[src/rtl/mt9p031_rx_pkg.sv]
// rtl/mt9p031_rx_pkg.sv - shared state encoding and constants for the MT9P031 receiver
package mt9p031_rx_pkg;

    typedef enum logic [1:0] {
        S_IDLE   = 2'd0,
        S_VBLANK = 2'd1,
        S_ACTIVE = 2'd2
    } state_t;

    localparam int CNT_WIDTH_DEF = 16;
    localparam int OUT_LATENCY   = 2;

endpackage

[src/rtl/mt9p031_rx_edge.sv]
// rtl/mt9p031_rx_edge.sv - input register with rise/fall flags for one sensor strobe
// rise/fall describe what q will do at the next edge, so the pixel held in q knows it is the last one.
module mt9p031_rx_edge (
    input  logic clk,
    input  logic rst,
    input  logic d,
    output logic q,
    output logic rise,
    output logic fall
);

    always_ff @(posedge clk or posedge rst) begin
        if (rst) begin
            q <= 1'b0;
        end else begin
            q <= d;
        end
    end

    assign rise = d & ~q;
    assign fall = ~d & q;

endmodule

[src/rtl/mt9p031_rx.sv]
// rtl/mt9p031_rx.sv - MT9P031 parallel receiver: frame sync, line delimiting, size/error report
module mt9p031_rx
    import mt9p031_rx_pkg::*;
#(
    parameter int DATA_WIDTH = 10,
    parameter int CNT_WIDTH  = CNT_WIDTH_DEF
) (
    input  logic                  clk_pix,
    input  logic                  reset_pix,
    input  logic                  i_fval,
    input  logic                  i_lval,
    input  logic [DATA_WIDTH-1:0] iv_pix_data,
    input  logic                  i_lval_continuous,
    input  logic [CNT_WIDTH-1:0]  iv_exp_width,
    input  logic [CNT_WIDTH-1:0]  iv_exp_height,
    output logic                  o_fval,
    output logic                  o_lval,
    output logic [DATA_WIDTH-1:0] ov_pix_data,
    output logic                  o_line_end,
    output logic                  o_frame_start,
    output logic                  o_frame_done,
    output logic [CNT_WIDTH-1:0]  ov_frame_width,
    output logic [CNT_WIDTH-1:0]  ov_frame_height,
    output logic                  o_frame_err
);

    localparam logic [CNT_WIDTH-1:0] CNT_MAX = '1;
    localparam logic [CNT_WIDTH-1:0] CNT_ONE = CNT_WIDTH'(1);

    logic                  fval_r, fval_rise, fval_fall;
    logic                  lval_r, lval_rise_unused, lval_fall;
    logic [DATA_WIDTH-1:0] data_r;

    state_t                state;
    logic                  cont_q, err_q;
    logic [CNT_WIDTH-1:0]  exp_w_q, exp_h_q, pix_cnt, line_cnt;
    logic                  done_pend, err_pend;
    logic [CNT_WIDTH-1:0]  height_pend;

    logic                  acc, line_end_now, leftover, line_bump, line_err, sat_err;
    logic [CNT_WIDTH-1:0]  pix_inc, line_inc, line_next;

    mt9p031_rx_edge u_fval_edge (
        .clk  (clk_pix),
        .rst  (reset_pix),
        .d    (i_fval),
        .q    (fval_r),
        .rise (fval_rise),
        .fall (fval_fall)
    );

    mt9p031_rx_edge u_lval_edge (
        .clk  (clk_pix),
        .rst  (reset_pix),
        .d    (i_lval),
        .q    (lval_r),
        .rise (lval_rise_unused),
        .fall (lval_fall)
    );

    always_ff @(posedge clk_pix or posedge reset_pix) begin
        if (reset_pix) begin
            data_r <= '0;
        end else begin
            data_r <= iv_pix_data;
        end
    end

    // A trailing partial line in continuous mode has no pixel left to tag, so it is counted as "leftover".
    always_comb begin
        acc       = (state == S_ACTIVE) && fval_r && lval_r;
        pix_inc   = (pix_cnt == CNT_MAX) ? pix_cnt : pix_cnt + CNT_ONE;
        line_inc  = (line_cnt == CNT_MAX) ? line_cnt : line_cnt + CNT_ONE;
        if (cont_q) begin
            line_end_now = acc && ((pix_inc == exp_w_q) || fval_fall);
        end else begin
            line_end_now = acc && (lval_fall || fval_fall);
        end
        leftover  = (state == S_ACTIVE) && fval_fall && !acc && (pix_cnt != '0);
        line_bump = line_end_now || leftover;
        line_err  = (line_end_now && (pix_inc != exp_w_q)) || leftover;
        sat_err   = (acc && (pix_cnt == CNT_MAX)) || (line_bump && (line_cnt == CNT_MAX));
        line_next = line_bump ? line_inc : line_cnt;
    end

    always_ff @(posedge clk_pix or posedge reset_pix) begin
        if (reset_pix) begin
            state           <= S_IDLE;
            cont_q          <= 1'b0;
            err_q           <= 1'b0;
            exp_w_q         <= '0;
            exp_h_q         <= '0;
            pix_cnt         <= '0;
            line_cnt        <= '0;
            done_pend       <= 1'b0;
            err_pend        <= 1'b0;
            height_pend     <= '0;
            o_fval          <= 1'b0;
            o_lval          <= 1'b0;
            ov_pix_data     <= '0;
            o_line_end      <= 1'b0;
            o_frame_start   <= 1'b0;
            o_frame_done    <= 1'b0;
            ov_frame_width  <= '0;
            ov_frame_height <= '0;
            o_frame_err     <= 1'b0;
        end else begin
            o_fval        <= (state == S_ACTIVE) && fval_r;
            o_lval        <= acc;
            ov_pix_data   <= acc ? data_r : '0;
            o_line_end    <= line_end_now;
            o_frame_start <= (state == S_ACTIVE) && !o_fval;
            o_frame_done  <= done_pend;
            done_pend     <= 1'b0;
            if (done_pend) begin
                ov_frame_height <= height_pend;
                o_frame_err     <= err_pend;
            end
            if (line_end_now) begin
                ov_frame_width <= pix_inc;
            end

            case (state)
                S_IDLE: begin
                    if (!fval_r && !i_fval) begin
                        state <= S_VBLANK;
                    end
                end
                S_VBLANK: begin
                    if (fval_rise) begin
                        state    <= S_ACTIVE;
                        cont_q   <= i_lval_continuous;
                        exp_w_q  <= iv_exp_width;
                        exp_h_q  <= iv_exp_height;
                        pix_cnt  <= '0;
                        line_cnt <= '0;
                        err_q    <= 1'b0;
                    end
                end
                S_ACTIVE: begin
                    if (acc) begin
                        pix_cnt <= line_end_now ? '0 : pix_inc;
                    end
                    if (line_bump) begin
                        line_cnt <= line_inc;
                    end
                    if (line_err || sat_err) begin
                        err_q <= 1'b1;
                    end
                    if (fval_fall) begin
                        state       <= S_VBLANK;
                        pix_cnt     <= '0;
                        done_pend   <= 1'b1;
                        height_pend <= line_next;
                        err_pend    <= err_q || line_err || sat_err || (line_next != exp_h_q);
                    end
                end
                default: state <= S_IDLE;
            endcase
        end
    end

endmodule

[config.mk]
export PLATFORM = sky130hd
export DESIGN_NAME = mt9p031_rx
export DESIGN_NICKNAME = d
export VERILOG_FILES = /design/src/rtl/mt9p031_rx_pkg.sv /design/src/rtl/mt9p031_rx_edge.sv /design/src/rtl/mt9p031_rx.sv
export SDC_FILE = /design/constraint.sdc
export NUM_CORES = 1
export LEC_CHECK = 0
export ABC_AREA = 1
export CAP_MARGIN = 20
export CORE_AREA = 2 2 113 115
export DETAILED_ROUTE_END_ITERATION = 12
export DIE_AREA = 0 0 115 117
export HOLD_SLACK_MARGIN = 0.12
export PLACE_DENSITY_LB_ADDON = 0.25
export SLEW_MARGIN = 25
export SYNTH_ARGS = -nofsm -noshare
export SYNTH_HDL_FRONTEND = slang
export SYNTH_SLANG_ARGS = --single-unit
[constraint.sdc]
create_clock -name clk_pix -period 13.5 [get_ports clk_pix]
set_input_delay 2.7 -clock clk_pix [delete_from_list [all_inputs] [get_ports clk_pix]]
set_output_delay 2.7 -clock clk_pix [all_outputs]
set_load 0.005 [all_outputs]
After elaboration in Yosys (flattened, before gate mapping):

Cells that the tools add are included.

* output and inout bits: 48
* logic and storage cells: 96
* input bits: 47
* bits in registers: 146

* reductions and logical operators: 34
* bitwise operators: 6
* equality and inequality tests: 12
* add/subtract/negate cells: 2
* muxes and demuxes: 20

Operator list (number)
* $mux W16: 7
* $pmux W16 S2: 2
* $add A16 B1 Y16 const B: 2
* $eq A16 B16 Y1 const B: 2
* $ne A16 B16 Y1: 2
* $eq A16 B16 Y1: 1
* $reduce_bool A16 Y1: 1
* $logic_and A1 B1 Y1: 12
* $mux W10: 1
* $logic_or A1 B1 Y1: 9
* $reduce_and A3 Y1: 3
* $mux W2: 3
* $ne A2 B2 Y1 const B: 3
* $pmux W2 S3: 1
* $reduce_and A2 Y1: 3
* $mux W1: 5
* $logic_not A1 Y1: 4
* $and A1 B1 Y1: 3
* $ne A3 B3 Y1 const B: 1
* $not A1 Y1: 3
* $eq A2 B1 Y1 const B: 1
* $eq A2 B2 Y1 const B: 1
* $logic_not A2 Y1: 1
* $ne A2 B1 Y1 const B: 1
* other kinds (2): 2

Depth between registers and ports, before layout:

Gate-level depths: netlist of the first run.

* depth in word-level cells: 12
* depth in mapped cells: 28
* depth with buffers taken out: 28

Hierarchy:

A second synthesis of the first run with hierarchy kept.

* cells, all modules: 873
* area, all modules: 7079.3 µm²

Modules (own cells, without submodules)
* mt9p031_rx: seq. area each 3603.5 µm², cells an instance 861, area an instance 6991.7 µm², instances 1
* mt9p031_rx_edge: seq. area each 25.0 µm², cells an instance 6, area an instance 43.8 µm², instances 2

Worst setup path after synthesis of the first run:

No wires, ideal clock.

* kind: in2reg
* start point: input port i_fval
* end point: register err_pend
* stages on the path: 15
* arrival: 4.194 ns
* required time: 13.383 ns
* setup time: 0.117 ns
* path buffers: 1
* path slack: 9.190 ns
* cells stage by stage: nor2_1 -> inv_1 -> nor2_1 -> o311ai_1 -> clkbuf_1 -> nand3_1 -> nand2_1 -> nand2_1 -> nand2_1 -> nor2_1 -> nand2_1 -> nor2_1 -> nand2_1 -> nor2_1 -> nor2_1

* word-level cells in the longest chain between the ends: 10
* elaborated cells on any way between the ends: 21
* those cells by class: 1 x eq/ne; 2 x mux; 2 x bitwise; 16 x reduce/logical

RTL lines
* start, declared: line mt9p031_rx.sv:10 `input logic i_fval,`
* $not A1 Y1 (*): line mt9p031_rx_edge.sv:21 `assign fall = ~d & q;`
* $and A1 B1 Y1 (*): line mt9p031_rx_edge.sv:21
* parallel branches: the longest is 8 deep, another holds $mux W16
* end signal, assigned: line mt9p031_rx.sv:155 `err_pend <= err_q || line_err || sat_err || (line_next != exp_h_q);`
* end, declared: line mt9p031_rx.sv:37 `logic done_pend, err_pend;`

Mark *: on every way between the ends.
A chain may end at the register's enable or synchronous reset.

Worst setup path in the final report of the first run:

* start point: input port i_fval
* end point: register pix_cnt[6]

* word-level cells in the longest chain between the ends: 9
* elaborated cells on any way between the ends: 15
* those cells by class: 2 x eq/ne; 5 x mux; 3 x bitwise; 5 x reduce/logical

RTL lines
* $not A1 Y1: line mt9p031_rx_edge.sv:21
* $and A1 B1 Y1: line mt9p031_rx_edge.sv:21
* $logic_or A1 B1 Y1 (on tied branches): line mt9p031_rx.sv:77, mt9p031_rx.sv:75
* $logic_and A1 B1 Y1 (on tied branches): line mt9p031_rx.sv:77, mt9p031_rx.sv:75
* $mux W1: line mt9p031_rx.sv:74 `if (cont_q) begin`
* $mux W16: line mt9p031_rx.sv:142 `pix_cnt <= line_end_now ? '0 : pix_inc;`
* $mux W16: line mt9p031_rx.sv:141 `if (acc) begin`
* $mux W16: line mt9p031_rx.sv:150 `if (fval_fall) begin`
* $pmux W16 S2: line mt9p031_rx.sv:123 `case (state)`
* end signal, assigned: line mt9p031_rx.sv:142
* end, declared: line mt9p031_rx.sv:36 `logic [CNT_WIDTH-1:0] exp_w_q, exp_h_q, pix_cnt, line_cnt;`

Several ways; a longest one is shown, not always the timed one. The select of a mux whose other input is x is not followed.

==> results of run 1 <==
==> worst paths after layout <==
path,end,slack (ps),cells past startpoint,from
max in group asynchronous,line_cnt[6],9660,3,reset_pix
worst min-delay path,o_frame_start,450,1,o_fval
worst max-delay path,pix_cnt[6],8240,8,i_fval
min in group asynchronous,ov_pix_data[8],2750,2,reset_pix
worst max register to register,err_pend,9580,27,pix_cnt[0]
worst min register to register,o_frame_start,450,1,o_fval
==> layout by cell type, fill, tap and decap left out, drive strengths merged, types with 6 or more instances in the layout <==
cell type        n
a21oi            6
clkbuf          20
clkdlybuf4s50   94
dfrtp          146
inv            128
mux2            17
nand2          231
nand3           74
nand4           13
nor2            76
nor3             7
o21ai           75
o22ai           28
xor2            14
==> power groups by stage <==
| stage | Clock [W] | Sequential, W | Combinational [W] |
|---|---|---|---|
| 2_1_floorplan | 0 | 0.000561 | 0.000151 |
| 3_3_place_gp | 0 | 0.000570 | 0.000237 |
| 3_5_place_dp | 0 | 0.000571 | 0.000242 |
| 4_1_cts | 0.000488 | 0.000565 | 0.000245 |
| 5_1_grt | 0.000510 | 0.000575 | 0.000278 |
| 6_report | 0.000482 | 0.000566 | 0.000244 |
==> routing by layer <==
metal / vias up / wire [um] / global-route usage (%)
met5: - / 0 / 0
met4: 0 / 262 / 8.19
met3: 29 / 840 / 5.72
met2: 186 / 7310 / 38.6
met1: 2761 / 7730 / 36.7
li1: 2931 / - / -
==> state kept, by name, summed over array words and instances, names as in the netlist, 10 cells and up <==
| name | flops |
|---|---|
| ov_pix_data | 10 |
| ov_frame_width | 16 |
| ov_frame_height | 16 |
| data_r | 10 |
| pix_cnt | 16 |
| height_pend | 16 |
| exp_w_q | 16 |
| line_cnt | 16 |
| exp_h_q | 16 |
==> metrics by stage <==
stage | cells | util [%] | hold slack [ps] | cell area [um^2]
floorplan | 860 | - | 352 | 7030
global placement | 1079 | 65.5 | 410 | 8060
detailed placement | 1079 | 65.5 | 420 | 8060
CTS | 1111 | 70.4 | 456 | 8670
global route | 1111 | 70.5 | 475 | 8680
finish | 1111 | 70.5 | 451 | 8680
==> cell families after synthesis <==
group / Yosys count / synth area share, %
AO/OA/AOI/OAI: 118 / 9.27
XOR/XNOR: 15 / 1.87
adder cells (fa/ha/maj): 3 / 0.534
buffers and inverters: 154 / 8.63
flip-flops: 146 / 51.9
multiplexers: 17 / 2.72
AND/OR/NAND/NOR: 407 / 25.0
==> worst max-delay path, cell delays in order <==
cell,delay [ps]
clkdlybuf4s50_1,510
inv_1,50
nor2_1,120
nand3_1,460
nand2_1,680
o21ai_0,370
inv_1,480
o22ai_1,140
==> area by class of cell <==
type	instances	area share (%)
Inverter	126	5.51
Tap cell	150	2.16
Sequential cell	146	42.1
Multi-Input combinational cell	560	32.0
Clock buffer	20	5.26
Clock inverter	12	1.77
Timing Repair Buffer	97	11.1
==> flow_metrics.env, run 1 <==
export IMPL_grt_pass1_wl_um=26200
export IMPL_setup_viol=0
export IMPL_setup_tns_ps=0
export IMPL_cp_required_ps=13760
export IMPL_io_pins=95
export IMPL_critPathCaptureType="flop"
export IMPL_hold_buffers=0
export IMPL_synth_common_cells="nand2_1, dfrtp_1, inv_1"
export IMPL_rows=41
export IMPL_drc_errors=0
export IMPL_synthDistinctLibCells=36
export IMPL_p_sw_w=0.000359
export IMPL_clk_latency_ps=420
export IMPL_floorplan_die_height_um=117
export IMPL_relSlewSlack_pct=46.5
export IMPL_outcome="complete, no violations"
export IMPL_grt_pass1_vias=5421
export IMPL_ir_worst_vdd_uv=78.6
export IMPL_worst_slew_pin_transition_ps=802
export IMPL_fin_crit_ps=5260
export IMPL_final_setup_worst_slack_ps=8240
export IMPL_yosysWarnings=0
export IMPL_clock_fmax_mhz=190
export IMPL_yosysMostFrequentCell="nand2_1"
export IMPL_gr_total_overflow=0
export IMPL_start_util_pct=57.1
export IMPL_slew_violations=0
export IMPL_totalWireLength_um=16100
export IMPL_clk_pin_slew_ps=60
export IMPL_dr_pass1_iters=5
export IMPL_vias=5907
export IMPL_rsz0062_at_grt="false"
export IMPL_leakage_nw=4.13
export IMPL_synth_area_mm2=0.00703
export IMPL_syn_inst=860
export IMPL_nFillCells=963
export IMPL_port_buffers=94
export IMPL_cts_max_path_buffers=2
export IMPL_fp_coreArea_mm2=0.0123
export IMPL_fin_nets=998
export IMPL_ant_nets=0
export IMPL_cp_max_fo=16
export IMPL_power_density_mw_per_mm2=149
export IMPL_root_buffer="clkbuf_16"
export IMPL_num_antenna_cells=0
export IMPL_vias_per_cell=5.32
export IMPL_cp_arrival_ps=5520
export IMPL_finClkSkew_ps=6.93
export IMPL_ys_seq_elements=146
export IMPL_grt_max_degree=81
export IMPL_drt_iter0_drc=545
export IMPL_power_frac_seq_pct=43.8
export IMPL_post_cts_resized=0
export IMPL_multiInputGateArea_mm2=0.00278
export IMPL_synth_area_per_cell_um2=8.18
export IMPL_async_flop_share_pct=100
export IMPL_post_cts_setup_buffer_count=0
export IMPL_gp_congestion=0.903
export IMPL_pwr_share_clk_pct=37.3
export IMPL_cts_tree="yes"
export IMPL_grtUsageTotal_pct=25.4
export IMPL_htreeDepth=4
export IMPL_yosys_top_cells_area="dfrtp_1, nand2_1, inv_1, nand3_1, o21ai_0"
export IMPL_synth_flop_cell="dfrtp_1"
export IMPL_drive_gt1_share_pct=7.91
export IMPL_grt_antenna_before_repair=0
export IMPL_drv_cap=0
export IMPL_ys_seq_area_share_pct=51.9
export IMPL_switching_share_pct=27.8
export IMPL_crit_type="input pin to flop"
export IMPL_regArea_mm2=0.00365
export IMPL_area_delta_synth_final_pct=23.4
export IMPL_yosysTopAreaCell="dfrtp_1"
export IMPL_synth_edf_count=0
export IMPL_yosysTopAreaCellShare_pct=51.9
export IMPL_hold_class="flop to flop"
export IMPL_dp_slack_ps=7940
export IMPL_p_int_w=0.000934
export IMPL_total_power_w=0.00129
export IMPL_routedWlPerCell_um=14.5
export IMPL_start_kind="input pin"
export IMPL_synth_nets=910
export IMPL_fin_crit_sh_pct=38.9
export IMPL_p_comb_share_pct=18.9
export IMPL_hpwl_um=11200
export IMPL_cts_sinks=146
export IMPL_die_width_um=115
export IMPL_dieArea_mm2=0.0135
export IMPL_final_hold_viol_count=0
export IMPL_cts_buffers=17
Power figures use the tool's default switching activity.
==> inputs of run 2 (changes only) <==
--- a/config.mk
+++ b/config.mk
@@ -7,9 +7,9 @@
 export LEC_CHECK = 0
 export ABC_AREA = 1
 export CAP_MARGIN = 20
-export CORE_AREA = 2 2 113 115
+export CORE_AREA = 2 2 122 124
 export DETAILED_ROUTE_END_ITERATION = 12
-export DIE_AREA = 0 0 115 117
+export DIE_AREA = 0 0 124 126
 export HOLD_SLACK_MARGIN = 0.12
 export PLACE_DENSITY_LB_ADDON = 0.25
 export SLEW_MARGIN = 25
==> constraint.sdc (replaced) <==
create_clock -name clk_pix -period 4.8 [get_ports clk_pix]
set_input_delay 0.96 -clock clk_pix [delete_from_list [all_inputs] [get_ports clk_pix]]
set_output_delay 0.96 -clock clk_pix [all_outputs]
set_load 0.005 [all_outputs]
==> flow_metrics.env, run 2 (synthesis results as in run 1) <==
export IMPL_drt_iter0_drc=521
export IMPL_dieArea_mm2=0.0156
export IMPL_drv_cap=0
export IMPL_r2r_setup_slack_ps=960
export IMPL_post_cts_setup_buffer_count=0
export IMPL_ant_nets=0
export IMPL_routedWlPerCell_um=14.9
export IMPL_cp_arrival_ps=4160
export IMPL_nFillCells=1283
export IMPL_outcome="complete, no violations"
export IMPL_fp_coreArea_mm2=0.0143
export IMPL_rsz0062_at_grt="false"
export IMPL_multiInputGateArea_mm2=0.00278
export IMPL_fin_nets=1001
export IMPL_drc_errors=0
export IMPL_io_pins=95
export IMPL_slew_violations=0
export IMPL_power_density_mw_per_mm2=423
export IMPL_grt_busiest_layer="met1"
export IMPL_grt_max_degree=102
export IMPL_grt_use_met3_pct=4.66
export IMPL_fin_area_mm2=0.00876
export IMPL_grt_pass1_wl_um=28000
export IMPL_die_width_um=124
export IMPL_leakage_nw=4.14
export IMPL_vias=5925
export IMPL_clk_pin_slew_ps=70
export IMPL_met2_usage_pct=32.4
export IMPL_path_buf_inv=4
export IMPL_drive_gt1_share_pct=8.20
export IMPL_cts_buffers=17
export IMPL_cts_sinks=146
export IMPL_fin_crit_sh_pct=79.9
export IMPL_start_util_pct=49.1
export IMPL_critPathCaptureType="flop"
export IMPL_final_core_util_pct=61.2
export IMPL_cts_tree="yes"
export IMPL_placed_area_mm2=0.00814
export IMPL_finClkSkew_ps=11.5
export IMPL_crit_type="flop to flop"
export IMPL_layout_common_cells="nand2_1, dfrtp_1, inv_1"
export IMPL_hold_class="flop to flop"
export IMPL_floorplan_die_height_um=126
export IMPL_critPathTopFamily="simple AND/OR/NAND/NOR gates"
export IMPL_dr_pass1_iters=6
export IMPL_worst_path_max_delay_cell="o21ai_0"
export IMPL_grtUsageTotal_pct=23.6
export IMPL_use_met1_pct=36.8
export IMPL_vias_per_cell=5.16
export IMPL_gr_total_overflow=0
export IMPL_whs_ps=435
export IMPL_gp_congestion=1.02
export IMPL_cp_required_ps=5120
export IMPL_hpwl_um=12000
export IMPL_setup_viol=0
export IMPL_hold_buffers=0
export IMPL_clk_latency_ps=430
export IMPL_final_common_cell="nand2_1"
export IMPL_worst_slew_pin_transition_ps=1040
export IMPL_regArea_mm2=0.00365
export IMPL_start_kind="flop"
export IMPL_critPathMaxStageDelay_ps=410
export IMPL_area_delta_synth_final_pct=24.6
export IMPL_htreeDepth=4
export IMPL_rows=44
export IMPL_cts_max_path_buffers=2
export IMPL_final_hold_viol_count=0
export IMPL_num_antenna_cells=0
export IMPL_ir_worst_vdd_uv=250
export IMPL_clock_fmax_mhz=261
export IMPL_cpMostUsedCell="nand2_1"
export IMPL_setup_tns_ps=0
export IMPL_relSlewSlack_pct=30.4
export IMPL_cp_max_fo=54
export IMPL_grt_antenna_before_repair=0
export IMPL_post_cts_resized=0
export IMPL_totalWireLength_um=17100
export IMPL_fin_crit_ps=3840
export IMPL_root_buffer="clkbuf_16"
export IMPL_port_buffers=94
export IMPL_grt_pass1_vias=5445
-- run 2: cell types whose count changed in the layout (fill, tap and decap cells not counted), sizes merged --
| cell | before | now |
|---|---|---|
| buf | 3 | 6 |
| clkbuf | 20 | 21 |
| clkinv | 4 | 2 |
| clkinvlp | 3 | 5 |
| inv | 128 | 127 |
-- run 2: stage by stage --
stage / setup WS (ps) / cells / total power [W]
after floorplan: 1990 / 860 / 0.00200
after global placement: 1110 / 1116 / 0.00231
after detailed placement: 1000 / 1116 / 0.00232
after CTS: 989 / 1148 / 0.00372
after global routing: 423 / 1148 / 0.00389
final: 964 / 1148 / 0.00370
-- run 2: final cells by class --
cell class	instances	share of cell area, %
clock inverter	11	1.73
timing repair buffer	100	11.4
inverter	126	5.44
clock buffer	21	5.37
tap	184	2.63
multi-input combinational	560	31.7
sequential	146	41.7
-- run 2: path summary, 6_finish.rpt --
check,from,end,cells past startpoint
max in group asynchronous,reset_pix,line_cnt[7],3
worst max register to register,pix_cnt[0],err_pend,26
min in group asynchronous,reset_pix,u_fval_edge.q,3
worst min register to register,o_fval,o_frame_start,1
worst min-delay path,o_fval,o_frame_start,1
worst max-delay path,pix_cnt[0],err_pend,26
-- run 2: report_power, final --
group          internal [W]  switching (W)
sequential          0.00146       0.000151
clock              0.000862       0.000524
combinational      0.000328       0.000380
total               0.00265        0.00106
-- run 2: metal layers --
layer	share of wire, %	vias to the layer above
li1	-	2931
met1	50	2748
met2	42	217
met3	6.1	29
met4	2.1	0
met5	0	-
==> inputs of run 3 (changes only) <==
==> constraint.sdc (replaced) <==
create_clock -name clk_pix -period 3.4 [get_ports clk_pix]
set_input_delay 0.68 -clock clk_pix [delete_from_list [all_inputs] [get_ports clk_pix]]
set_output_delay 0.68 -clock clk_pix [all_outputs]
set_load 0.005 [all_outputs]
==> flow_metrics.env, run 3 (synthesis results as in run 1) <==
export IMPL_outcome="complete, no violations"
export IMPL_fin_nets=1018
export IMPL_cp_cell_sequence="ha_4, nand2_2, nor2_4, nand2_4, nor2_4, inv_6, nand2_1, o21ai_0, nor2_1, nand2_1, nor2_2, nand3_2, nand2_4, nand2_8, nand2_8, nand2_1, nand2_1, nor2_1, nor2_1, nand2_1, nor2_1, nand2_1, nor2_1, nor2_1"
export IMPL_placed_area_mm2=0.00829
export IMPL_layout_common_cells="nand2_1, dfrtp_1, inv_1"
export IMPL_setup_tns_ps=0
export IMPL_multiInputGateArea_mm2=0.00287
export IMPL_worst_slew_pin_transition_ps=834
export IMPL_ir_worst_vdd_uv=313
export IMPL_final_hold_viol_count=0
export IMPL_clk_latency_ps=420
export IMPL_area_delta_synth_final_pct=27.5
export IMPL_port_buffers=94
export IMPL_grt_pass1_wl_um=29100
export IMPL_whs_ps=419
export IMPL_drv_cap=0
export IMPL_fin_crit_ps=3130
export IMPL_r2r_setup_slack_ps=270
export IMPL_dp_cells=1129
export IMPL_hpwl_um=12900
export IMPL_rows=44
export IMPL_fp_coreArea_mm2=0.0143
export IMPL_drt_iter0_drc=440
export IMPL_regArea_mm2=0.00365
export IMPL_vias=6057
export IMPL_critPathTopFamily="simple AND/OR/NAND/NOR gates"
export IMPL_grt_antenna_before_repair=0
export IMPL_hold_class="flop to flop"
export IMPL_grtUsageTotal_pct=24.4
export IMPL_relSlewSlack_pct=44.3
export IMPL_htreeDepth=4
export IMPL_r2r_worst_path_cells=24
export IMPL_clock_fmax_mhz=319
export IMPL_dr_pass1_iters=5
export IMPL_layout_cells_non_filler=1165
export IMPL_start_util_pct=49.1
export IMPL_r2r_start="pix_cnt[1]"
export IMPL_grt_pass1_vias=5667
export IMPL_cts_buffers=17
export IMPL_ant_nets=0
export IMPL_min_to="o_frame_start"
export IMPL_grt_max_degree=50
export IMPL_vias_per_cell=5.20
export IMPL_root_buffer="clkbuf_16"
export IMPL_dieArea_mm2=0.0156
export IMPL_final_common_cell="nand2_1"
export IMPL_fin_crit_sh_pct=92.1
export IMPL_num_antenna_cells=0
export IMPL_cts_tree="yes"
export IMPL_nFillCells=1252
export IMPL_final_core_util_pct=62.6
export IMPL_timing_rr_end="err_pend"
export IMPL_path_buf_inv=1
export IMPL_gp_congestion=0.944
export IMPL_hold_path_startpoint="o_fval"
export IMPL_fin_area_mm2=0.00896
export IMPL_clk_pin_slew_ps=60
export IMPL_totalWireLength_um=18000
export IMPL_gr_total_overflow=0
export IMPL_drc_errors=0
export IMPL_slew_violations=0
export IMPL_routedWlPerCell_um=15.5
export IMPL_critPathMaxStageDelay_ps=430
export IMPL_cp_arrival_ps=3440
export IMPL_io_pins=95
export IMPL_cts_max_path_buffers=2
export IMPL_min_delay_path_depth=1
export IMPL_cp_max_fo=15
export IMPL_floorplan_die_height_um=126
export IMPL_crit_type="flop to flop"
export IMPL_die_width_um=124
export IMPL_cp_required_ps=3710
export IMPL_critPathCaptureType="flop"
export IMPL_leakage_nw=4.22
export IMPL_start_kind="flop"
export IMPL_power_density_mw_per_mm2=558
export IMPL_drive_gt1_share_pct=10.7
export IMPL_worst_path_max_delay_cell="dfrtp_1"
export IMPL_setup_viol=0
export IMPL_finClkSkew_ps=6.72
export IMPL_cts_sinks=146
run 3: how the worst max path moves through the flow:
stage                     from       end  slack, ps  cells past startpoint
finish              pix_cnt[1]  err_pend        270                     24
global route        pix_cnt[4]  err_pend        -30                     22
CTS                 pix_cnt[1]  err_pend         50                     26
detailed placement  pix_cnt[1]  err_pend         70                     26
global placement    pix_cnt[0]  err_pend        140                     26
floorplan           pix_cnt[1]  err_pend        590                     25
run 3: layout make-up:
type	count	area share (%)
Sequential cell	146	40.8
Multi-Input combinational cell	561	32.0
Timing Repair Buffer	116	13.2
Inverter	126	5.37
Clock buffer	22	5.18
Tap cell	184	2.57
Clock inverter	10	0.865
run 3: routing by layer:
metal	wire length, um	GRT usage [%]	share of wire, %	vias to the layer above
met2	7560	33.2	42	228
met3	1300	4.89	7.2	21
li1	-	-	-	2980
met5	0	0	0	-
met1	8920	39.0	49	2828
met4	256	7.47	1.4	0
run 3: per-stage QoR:
step	total power (W)	setup WS, ps
after detailed placement	0.00329	67.8
after global routing	0.00530	-34.0
after floorplan	0.00283	595
after CTS	0.00501	46.1
after global placement	0.00327	136
final	0.00500	269
run 3: report_power, final:
| part | internal (W) | leakage, nW | switching [W] |
|---|---|---|---|
| sequential | 0.00206 | 1.92 | 0.000208 |
| clock | 0.000978 | 0.261 | 0.000739 |
| combinational | 0.000481 | 2.04 | 0.000539 |
run 3: timing repair:
item | in CTS | in global routing
resized for setup | 0 | 21
endpoints found under the hold margin | 0 | 0
endpoints found under the setup margin | 0 | 4
hold buffers | 0 | 0
buffers inserted | 0 | 2
